===== src/rtl/serial_adder.sv =====
`default_nettype none
// ============================================================================
//  Module   : serial_adder
//  Purpose  : Bit-serial ripple adder. One full-adder cell and a carry flop
//             add two WIDTH-bit operands plus carry-in LSB-first, one bit per
//             clock, then present the registered sum/carry-out with a
//             one-cycle done pulse.
//  Ports    : clk    - system clock, rising-edge active
//             rst_n  - asynchronous active-low reset
//             start  - add request, accepted only while idle
//             a, b   - WIDTH-bit operands, captured on accepted start
//             cin    - carry-in, captured on accepted start
//             busy   - high from the edge after acceptance through done
//             done   - one-cycle pulse, sum/cout valid from this cycle
//             sum    - registered WIDTH-bit result
//             cout   - registered carry-out
//  Revision : 1.0 - initial release
// ============================================================================
module serial_adder #(
    parameter int WIDTH = 8
) (
    input  logic             clk,
    input  logic             rst_n,
    input  logic             start,
    input  logic [WIDTH-1:0] a,
    input  logic [WIDTH-1:0] b,
    input  logic             cin,
    output logic             busy,
    output logic             done,
    output logic [WIDTH-1:0] sum,
    output logic             cout
);

    localparam int c_cnt_w = (WIDTH > 1) ? $clog2(WIDTH) : 1;
    localparam logic [c_cnt_w-1:0] c_last_bit = c_cnt_w'(WIDTH - 1);

    typedef enum logic [1:0] {
        S_IDLE  = 2'd0,
        S_SHIFT = 2'd1,
        S_DONE  = 2'd2
    } state_t;

    state_t             r_state;
    logic [WIDTH-1:0]   r_a;
    logic [WIDTH-1:0]   r_b;
    logic [WIDTH-1:0]   r_acc;
    logic               r_carry;
    logic [c_cnt_w-1:0] r_cnt;

    logic w_s;
    logic w_c;

    // The single full-adder cell, always looking at the current LSBs.
    always_comb begin
        w_s = r_a[0] ^ r_b[0] ^ r_carry;
        w_c = (r_a[0] & r_b[0]) | (r_a[0] & r_carry) | (r_b[0] & r_carry);
    end

    always_ff @(posedge clk or negedge rst_n) begin
        if (!rst_n) begin
            r_state <= S_IDLE;
            r_a     <= '0;
            r_b     <= '0;
            r_acc   <= '0;
            r_carry <= 1'b0;
            r_cnt   <= '0;
            busy    <= 1'b0;
            done    <= 1'b0;
            sum     <= '0;
            cout    <= 1'b0;
        end else begin
            case (r_state)
                S_IDLE: begin
                    done <= 1'b0;
                    if (start) begin
                        r_a     <= a;
                        r_b     <= b;
                        r_carry <= cin;
                        r_cnt   <= '0;
                        busy    <= 1'b1;
                        r_state <= S_SHIFT;
                    end
                end

                S_SHIFT: begin
                    r_a     <= {1'b0, r_a[WIDTH-1:1]};
                    r_b     <= {1'b0, r_b[WIDTH-1:1]};
                    // Sum bits enter at the MSB; after WIDTH shifts bit 0
                    // has travelled down to the LSB.
                    r_acc   <= {w_s, r_acc[WIDTH-1:1]};
                    r_carry <= w_c;
                    r_cnt   <= r_cnt + c_cnt_w'(1);
                    if (r_cnt == c_last_bit) begin
                        // Publish including the bit being produced now.
                        sum     <= {w_s, r_acc[WIDTH-1:1]};
                        cout    <= w_c;
                        done    <= 1'b1;
                        r_state <= S_DONE;
                    end
                end

                S_DONE: begin
                    done    <= 1'b0;
                    busy    <= 1'b0;
                    r_state <= S_IDLE;
                end

                default: begin
                    done    <= 1'b0;
                    busy    <= 1'b0;
                    r_state <= S_IDLE;
                end
            endcase
        end
    end

endmodule
`default_nettype wire


===== config.mk =====
export PLATFORM = sky130hd
export DESIGN_NAME = serial_adder
export DESIGN_NICKNAME = d
export VERILOG_FILES = /design/src/rtl/serial_adder.sv
export SDC_FILE = /design/constraint.sdc
export NUM_CORES = 1
export LEC_CHECK = 0
export BUFFER_PORTS_ARGS = -buffer_cell sky130_fd_sc_hd__buf_2
export CAP_MARGIN = 20
export CORE_ASPECT_RATIO = 0.75
export CORE_UTILIZATION = 40
export DETAILED_ROUTE_END_ITERATION = 8
export GPL_TIMING_DRIVEN = 0
export PLACE_DENSITY = 0.72
export RECOVER_POWER = 100
export SETUP_SLACK_MARGIN = 0.2
export SLEW_MARGIN = 20
export SYNTH_ARGS = -nofsm -noshare
export SYNTH_HDL_FRONTEND = slang
export SYNTH_SLANG_ARGS = --single-unit

===== constraint.sdc =====
create_clock -name clk -period 2.1 [get_ports clk]
set_clock_uncertainty 0.1 [all_clocks]
set_input_delay 0.21 -clock clk [delete_from_list [all_inputs] [get_ports clk]]
set_output_delay 0.21 -clock clk [all_outputs]
set_load 0.02 [all_outputs]

# Yosys cells after proc, flatten, opt, wreduce, memory -nomap -nowiden
# Cells that the tools add are included.
[totals]
regBits = 41
in_bits = 20
out_inout_bits = 11
word_cells = 44
[op_classes]
add_sub_neg = 1
n_eq_ne = 4
mux = 15
n_bitwise = 8
reduce_logical = 6
[op_table]
columns = ["operator", "count"]
rows = [
  ["$pmux 8 s2", 2],
  ["$mux 8", 2],
  ["$reduce_and 2->1", 4],
  ["$pmux 3 s2", 1],
  ["$mux 1", 4],
  ["$mux 2", 2],
  ["$ne 2x2->1 const B", 2],
  ["$pmux 1 s2", 2],
  ["$pmux 2 s2", 1],
  ["$add 3x1->3 const B", 1],
  ["$and 1x1->1", 3],
  ["$eq 3x3->1 const B", 1],
  ["$mux 3", 1],
  ["$eq 2x1->1 const B", 1],
  ["$logic_not 2->1", 1],
  ["$or 1x1->1", 2],
  ["$reduce_bool 2->1", 1],
  ["$xor 1x1->1", 2],
  ["$not 1->1", 1],
]

# Logic depth before layout (Yosys ltp)
# Gate-level depths: netlist (run 1).
[logic_depth]
depth_word = 4
ltp_mapped = 6
ltp_nobuf = 4

# Least setup slack after synthesis (run 1)
# Ideal clock, no wire load.
[synth_timing]
kind = "register to register"
from = "register r_cnt[0]"
to = "register cout"
setup_time_ns = 0.125
arrival_ns = 1.237
setup_slack_ns = 0.638
stages_incl_launch_ff = 5
n_path_buf = 0
synth_period_minus_slack_ns = 1.462
path_cell_list = "dfrtp_1 > ha_1 > ha_1 > nand2_8 > mux2_4"
[synth_between]
elab_chain_cells = 2
[synth_lines]
columns = ["item", "line_no", "rtl"]
rows = [
  ["start, declared", "48", "logic [c_cnt_w-1:0] r_cnt;"],
  ["start signal, assigned", "92", "r_cnt <= r_cnt + c_cnt_w'(1);"],
  ["$eq 3x3->1", "93", "if (r_cnt == c_last_bit) begin"],
  ["$reduce_and 2->1 (no source line)", "--", ""],
  ["end signal, assigned", "96", "cout <= w_c;"],
  ["end, declared", "31", "output logic cout"],
]
# Every way passes these cells.
# A chain may end at the register's enable or synchronous reset.

# Worst setup path after layout (run 1)
[layout_timing]
from = "register r_state[1]"
to = "register r_b[1]"
[layout_between]
elab_chain_cells = 3
[layout_lines]
columns = ["item", "line_no", "rtl"]
rows = [
  ["start, declared", "43", "state_t r_state;"],
  ["start signal, assigned", "61", "r_state <= S_IDLE;"],
  ["start signal, assigned", "81", "r_state <= S_SHIFT;"],
  ["start signal, assigned", "98", "r_state <= S_DONE;"],
  ["$eq 2x1->1 / $logic_not 2->1 (equally long branches)", "72", "case (r_state)"],
  ["$reduce_bool 2->1 (no source line) / $ne 2x2->1 (equally long branches)", "--", ""],
  ["$reduce_and 2->1 (no source line)", "--", ""],
  ["end signal, assigned", "87", "r_b <= {1'b0, r_b[WIDTH-1:1]};"],
  ["end, declared", "45", "logic [WIDTH-1:0] r_b;"],
]
# Several ways; a longest one is shown, not always the timed one.

==> out/metrics.cfg, run 1 <==
[detailed_routing]
drtIter0Drc = 63
drcViolationCount = 0
vias = 1351
finalWirelength_um = 3710
first_pass_iters = 4
wl_per_cell_um = 14.3
vias_per_cell = 5.22
ant_nets = 0

[layout]
final_common_cell = dfrtp_1
layout-drive-gt1-share = 0.201
fin_nets = 226
layout_common_cells = 40 x dfrtp_1, 24 x nand2_1, 23 x buf_2, 23 x nor3_1, 16 x clkbuf_1
area_growth_pct = 15.3
post-route-util = 0.500
num-fill-cells = 404
diodes = 0

[pwr]
switching_share = 0.385
p_leak_nw = 0.942
p_int_w = 0.00199
power_frac_seq = 0.427
power.share.clock = 0.193
p_switching_w = 0.00124
vdd_drop_max_uv = 628
pwr-share-comb = 0.379
p_per_area_nw_per_um2 = 1540
fin_total_pwr_w = 0.00323

[synth]
syn_nets = 188
netlist_area_sq_um = 1820
synth_top_area_frac = 0.549
netlist_instances = 165
ys_ff_latch = 40
yosysUniqueCellTypes = 25
ys_seq_area_frac = 0.549
synth_top_area_cell = dfrtp_1
synth_area_leaders = dfrtp_1 55%, mux2_4 7.4%, nor3_1 6.3%, o22ai_1 5.1%, nand2_1 4.9%
syn_area_per_cell_sq_um = 11.1
synth-warning-count = 0

[flow_run]
drv_cap = 0

[floorplanning]
die_area_sq_um = 4840
die_w_um = 80.0
core_area_sq_um = 4200
ios = 31
rows = 20
die_y_um = 60.5
initial_core_util = 0.434

[clock_network]
cts_buffers = 5
cts_root_buffer = clkbuf_8
post_cts_buffers = 0
htree_levels = 2
cts_resized = 0
cts_tree = built
cts_buffer_depth = 2
clk_pin_slew_ns = 0.08
cts-hold-fix-buffers = 1
clock_latency_ns = 0.30
numClockSinks = 40

[global_routing]
antenna_found_initial = 0
grt_pass1_vias = 1308
track_usage = 0.175
grt_max_degree = 41
grt_overflow = 0
grt_pass1_wl_um = 6180

[setup_path]
critPathArrivalTime_ns = 1.81
max_stage_delay_ns = 0.41
critPathMaxFanout = 10
required_ns = 2.23
crit_type = register to register
cp-end-kind = register
crit_chain = buf_6 > nand2b_1 > clkbuf_1 > clkbuf_1 > o22ai_1 > nor2_1
cpMostUsedCell = clkbuf_1
start_kind = register
crit_slowest_cell = clkbuf_1

[sta]
min_period_ns = 1.68
fmax_ghz = 0.596
hold_violations = 0
rsz0062_at_grt = no
post-route-period-util = 0.799
max-slew-margin-rel = 0.339
slew_viol_final = 0
worst_pin_slew_ns = 0.991
setup-violations-final = 0
fin_setup_tns_ns = 0

[placed_design]
dp_hpwl_um = 2520
portBuffers = 30
place_congestion = 0.791

[min_path]
hold_path_class = input port to register

[status]
outcome = finished, final reports clean

==> layout make-up <==
| class | count | area [sq um] | share of cell area |
|---|---|---|---|
| plain buffers | 12 | 73.8 | 0.0351 |
| inverters | 3 | 11.3 | 0.00535 |
| flip-flops and latches | 40 | 1000 | 0.476 |
| multi-input cells | 110 | 694 | 0.330 |
| well taps | 55 | 68.8 | 0.0327 |
| clock inverters | 2 | 35.0 | 0.0167 |
| clock buffers | 6 | 72.6 | 0.0345 |
| repair buffers | 31 | 146 | 0.0696 |
==> registers in the layout (all words and copies together), names as in the netlist <==
signal and cells:
r_state 2, busy 1, r_a 8, cout 1, r_carry 1, sum 8
r_cnt 3, r_b 8, r_acc 7, done 1
==> stage by stage <==
stage | area [sq um] | setup slack, ns | hold slack, ns | std cells
floorplan | 1820 | 0.638 | -0.186 | 165
detailed placement | 2040 | 0.546 | 0.278 | 250
finish | 2100 | 0.422 | 0.0613 | 259
global route | 2100 | 0.289 | 0.0830 | 259
global placement | 2040 | 0.564 | 0.275 | 250
CTS | 2160 | 0.536 | 0.0552 | 259
==> critical path, delay by kind of cell (launching register included) <==
kind | cells | cell delay [ns]
AO/OA/AOI/OAI | 1 | 0.13
buffers and inverters | 3 | 0.82
flip-flops | 1 | 0.34
AND/OR/NAND/NOR | 2 | 0.22
==> power groups by stage <==
| stage | Combinational [W] | Clock [W] | Sequential [W] |
|---|---|---|---|
| 2_1_floorplan | 0.000917 | 0 | 0.00147 |
| 3_3_place_gp | 0.00134 | 0 | 0.00138 |
| 3_5_place_dp | 0.00137 | 0 | 0.00139 |
| 4_1_cts | 0.00138 | 0.000636 | 0.00138 |
| 5_1_grt | 0.00139 | 0.000666 | 0.00144 |
| 6_report | 0.00123 | 0.000625 | 0.00138 |
==> layer usage <==
layer / part of all wire / vias up / GRT usage
met4: 0.012 / 0 / 0.0740
li1: - / 666 / -
met5: 0 / - / 0
met2: 0.40 / 35 / 0.245
met1: 0.54 / 641 / 0.246
met3: 0.049 / 9 / 0.0632
==> synth_stat cells <==
cell,n
dfrtp_1,40
nand2_1,24
nor3_1,23
o22ai_1,15
nor2_1,10
mux2_4,9
buf_2,7
o32ai_1,7
o21ai_0,5
buf_6,3
nand2b_1,3
a21oi_1,2
a22o_2,2
buf_4,2
ha_1,2
inv_1,2
and2b_1,1
fa_1,1
inv_2,1
nand2_8,1
nand2b_4,1
nor2b_4,1
nor3_2,1
o21ai_1,1
or2_1,1
==> final timing paths <==
| path | to | cells after the start | slack (ns) | startpoint |
|---|---|---|---|---|
| worst min-delay path | r_b[7] | 3 | 0.06 | b[7] |
| worst min register to register | sum[0] | 1 | 0.40 | sum[0] |
| max in group asynchronous | r_cnt[0] | 2 | 0.78 | rst_n |
| worst max register to register | r_b[1] | 6 | 0.42 | r_state[1] |
| min in group asynchronous | r_a[5] | 2 | 0.51 | rst_n |
| worst max-delay path | r_b[1] | 6 | 0.42 | r_state[1] |
==> kinds of logic after synthesis <==
logic type      count (synthesis)  share of synthesized area
simple gates                   66                      0.182
fa+ha+maj                       3                     0.0247
mux                             9                     0.0741
buf+inv                        15                     0.0521
flops                          40                      0.549
compound gates                 32                      0.118
Note: power is estimated with default switching activity, not from simulation.
==> run 2: changes to the inputs <==
PLACE_DENSITY = 0.74   (was 0.72)
clock period = 1.5 ns   (was 2.1 ns; I/O delays follow)
==> out/metrics.cfg, run 2 (synthesis results as in run 1) <==
[detailed_routing]
first_pass_iters = 4
ant_nets = 0
vias_per_cell = 5.56
drtIter0Drc = 88
wl_per_cell_um = 17.7
finalWirelength_um = 4840
vias = 1518
drcViolationCount = 0

[layout]
final_cells = 273
seqCellArea_sq_um = 1000
top_regs = r_a x8, r_b x8, sum x8
area_growth_pct = 39.4
multi_input_area_sq_um = 987
final_common_cell = dfrtp_1
fin_nets = 241
diodes = 0
layout-drive-gt1-share = 0.459
layout_common_cells = 40 x dfrtp_1, 23 x nand2_1, 20 x buf_2
num-fill-cells = 356

[pwr]
vdd_drop_max_uv = 1000
p_leak_nw = 1.12
fin_total_pwr_w = 0.00543
p_per_area_nw_per_um2 = 2140

[sta]
min_period_ns = 1.44
fmax_ghz = 0.695
hold_violations = 0
post-route-period-util = 0.960
slew_viol_final = 0
whs_ns = 0.0395
rsz0062_at_grt = yes
worst_pin_slew_ns = 0.541
setup-violations-final = 0
fin_setup_tns_ns = 0
max-slew-margin-rel = 0.639

[setup_path]
crit_chain = buf_6 > nand2b_1 > buf_4 > clkbuf_2 > o22ai_2 > nor2_1
max_stage_delay_ns = 0.37
start_kind = register
crit_type = register to register
crit_family = buffers and inverters
critPathMaxFanout = 6
crit_slowest_cell = dfrtp_1
path_buf_inv = 3
critPathArrivalTime_ns = 1.53
required_ns = 1.59
cp-end-kind = register

[clock_network]
cts_buffers = 5
cts_root_buffer = clkbuf_8
cts_tree = built
htree_levels = 2
clock_latency_ns = 0.30
numClockSinks = 40
cts_buffer_depth = 2
clk_pin_slew_ns = 0.08

[placed_design]
dp_hpwl_um = 2550
post-place-cells = 250
portBuffers = 30
place_congestion = 0.807

[floorplanning]
initial_core_util = 0.434
ios = 31
die_area_sq_um = 4840
die_w_um = 80.0
core_area_sq_um = 4200
die_y_um = 60.5
rows = 20

[global_routing]
antenna_found_initial = 0
grt_pass1_vias = 1436
grt_overflow = 0
track_usage = 0.194
grt_pass1_wl_um = 6760
grt_max_degree = 41

[min_path]
hold_path_class = input port to register

[status]
outcome = finished, final reports clean

[flow_run]
drv_cap = 0

## run 2: area by class of cell
class | instances | area share
Multi-Input combinational cell | 111 | 0.388
Timing Repair Buffer | 45 | 0.103
Sequential cell | 40 | 0.394
Clock buffer | 7 | 0.0379
Buffer | 12 | 0.0453
Inverter | 3 | 0.00541
Tap cell | 55 | 0.0271
## run 2: worst min-delay path: cells and delay by family
| kind | cells | cell delay (ns) |
|---|---|---|
| buffers and inverters | 1 | 0.09 |
| AO/OA/AOI/OAI | 1 | 0.08 |
| AND/OR/NAND/NOR | 1 | 0.08 |
## run 2: metrics by stage
step | setup slack [ns] | cell area [sq um] | util
4_1_cts | 0.0983 | 2410 | 0.573
5_1_grt | 0.0385 | 2540 | 0.605
3_3_place_gp | 0.0774 | 2060 | 0.490
6_report | 0.0606 | 2540 | 0.605
2_1_floorplan | 0.136 | 1840 | -
3_5_place_dp | 0.0733 | 2060 | 0.490
## run 2: path summary, 6_finish.rpt
kind                             from        to  slack [ns]  cells after the start
setup / recovery           r_state[1]    r_a[1]        0.06                      6
hold / removal                   b[2]    r_b[2]        0.04                      3
setup reg to reg           r_state[1]    r_a[1]        0.06                      6
hold reg to reg              r_acc[2]  r_acc[1]        0.40                      2
max in group asynchronous       rst_n    sum[5]        0.63                      2
min in group asynchronous       rst_n    r_a[3]        0.29                      2
## run 2: what timing repair did
item / 4_1_cts / 5_1_grt
cloned: 3 / 0
buffers inserted: 9 / 1
endpoints found under the setup margin: 30 / 71
resized for setup: 23 / 54
pin swaps: 8 / 13
hold buffers: 3 / 0
endpoints found under the hold margin: 42 / 0
## run 2: routing by layer
metal,GRT usage,wire [um],vias up
met5,0,0,-
met4,0.105,176,0
met3,0.0556,216,16
met2,0.306,2270,43
met1,0.246,2180,763
li1,-,-,696
## run 2: report_power, final
group          leakage, nW  switching, W  internal [W]
registers            0.477      0.000484       0.00159
clock network       0.0503      0.000374      0.000410
logic                0.597       0.00136       0.00123
total                 1.12       0.00221       0.00322
==> run 3: changes to the inputs <==
CORE_UTILIZATION = 49   (was 40)
CTS_CLUSTER_SIZE = 20   (was unset)
PLACE_DENSITY = 0.86   (was 0.74)
==> out/metrics.cfg, run 3 (synthesis results as in run 1) <==
[status]
outcome = finished, final reports clean

[clock_network]
clock_latency_ns = 0.29
cts_buffers = 5
numClockSinks = 40
cts_buffer_depth = 2
cts_root_buffer = clkbuf_8
clk_pin_slew_ns = 0.07
htree_levels = 2
cts_tree = built

[pwr]
p_leak_nw = 1.18
vdd_drop_max_uv = 1020
p_per_area_nw_per_um2 = 2260

[setup_path]
crit_type = register to register
required_ns = 1.62
reg2regPathDepth = 6
reg2reg_slack_ns = 0.05
critPathArrivalTime_ns = 1.57
critPathMaxFanout = 8
start_kind = register
cp-end-kind = register

[sta]
fmax_ghz = 0.690
fin_setup_tns_ns = 0
rsz0062_at_grt = yes
setup-violations-final = 0
slew_viol_final = 0
min_period_ns = 1.45
setup_ws_ns = 0.0515
post-route-period-util = 0.966
max-slew-margin-rel = 0.643
worst_pin_slew_ns = 0.535
hold_violations = 0

[placed_design]
portBuffers = 30
place_ws_ns = 0.0570
place_congestion = 0.825
dp_hpwl_um = 2700

[floorplanning]
rows = 18
die_y_um = 54.8
core_area_sq_um = 3420
initial_core_util = 0.533
die_w_um = 72.5
die_area_sq_um = 3970
ios = 31

[global_routing]
antenna_found_initial = 0
grt_max_degree = 41
grt_overflow = 0
grt_pass1_wl_um = 6760
track_usage = 0.237
grt_pass1_vias = 1446

[layout]
final_common_cell = dfrtp_1
fin_nets = 246
area_growth_pct = 44.2
top_regs = r_a x8, r_b x8, sum x8
layout_common_cells = 40 x dfrtp_1, 22 x nand2_1, 19 x buf_2
diodes = 0
layout-drive-gt1-share = 0.446

[detailed_routing]
vias_per_cell = 5.92
wl_per_cell_um = 20.2
first_pass_iters = 4
vias = 1621
finalWirelength_um = 5550
ant_nets = 0
drtIter0Drc = 79
drcViolationCount = 0

[flow_run]
drv_cap = 0

[min_path]
hold_path_class = input port to register
min_path_cells = 3

[run 3: cell types whose count changed in the layout (fill, tap and decap cells not counted), moves of 2 or more]
cell,previous run,this run
buf_12,1,3
buf_4,7,12
buf_8,0,2
clkbuf_16,0,2
clkbuf_2,4,0
nor3_1,7,11
nor3_2,13,11
nor3_4,4,2
o22ai_1,7,9
o22ai_2,6,4
o32ai_1,2,4
[run 3: metrics by stage]
step | utilization | instance area, sq um | instances | hold slack (ns) | total power [W]
after detailed placement | 0.599 | 2050 | 245 | 0.199 | 0.00395
after CTS | 0.703 | 2410 | 267 | 0.00296 | 0.00530
after global placement | 0.599 | 2050 | 245 | 0.211 | 0.00380
final | 0.769 | 2630 | 274 | 0.00285 | 0.00596
after floorplan | - | 1840 | 165 | -0.246 | 0.00337
after global routing | 0.769 | 2630 | 274 | 0.0109 | 0.00623
[run 3: per-layer routing]
layer | GRT usage | up-vias | part of all wire
met4 | 0.111 | 0 | 0.034
met2 | 0.400 | 71 | 0.48
met5 | 0 | - | 0
met1 | 0.294 | 822 | 0.43
met3 | 0.0552 | 20 | 0.054
li1 | - | 708 | -
[run 3: power breakdown]
part	total, W	switching [W]	internal (W)	leakage (nW)
sequential	0.00208	0.000497	0.00159	0.477
combinational	0.00291	0.00151	0.00141	0.634
clock	0.000959	0.000372	0.000587	0.0645
total	0.00596	0.00238	0.00358	1.18
[run 3: what timing repair did]
action / 4_1_cts / 5_1_grt
cloned: 2 / 3
pin swaps: 6 / 10
endpoints found under the hold margin: 41 / 0
setup endpoints to repair: 30 / 71
buffers inserted: 10 / 4
resized for setup: 23 / 54
hold buffers: 2 / 0
[run 3: path summary, 6_finish.rpt]
kind	start	to
max reg2reg	r_state[0]	r_acc[6]
max	r_state[0]	r_acc[6]
max in group asynchronous	rst_n	cout
min in group asynchronous	rst_n	r_a[6]
min reg2reg	r_acc[4]	r_acc[4]
min	a[7]	r_a[7]
[run 3: cell type report]
| type | instances | area, sq um |
|---|---|---|
| plain buffers | 12 | 155 |
| inverters | 3 | 23.8 |
| multi-input cells | 111 | 926 |
| clock buffers | 7 | 96.3 |
| flip-flops and latches | 40 | 1000 |
| well taps | 50 | 62.6 |
| repair buffers | 50 | 337 |
| fillers | 190 | 792 |
| clock inverters | 1 | 30.0 |
[run 3: critical path, stage by stage, from the launching register on]
cell	delay (ns)
dfrtp_1	0.45
clkbuf_1	0.16
nand2b_4	0.08
buf_8	0.14
clkbuf_1	0.23
nand2_1	0.11
nand2_1	0.11
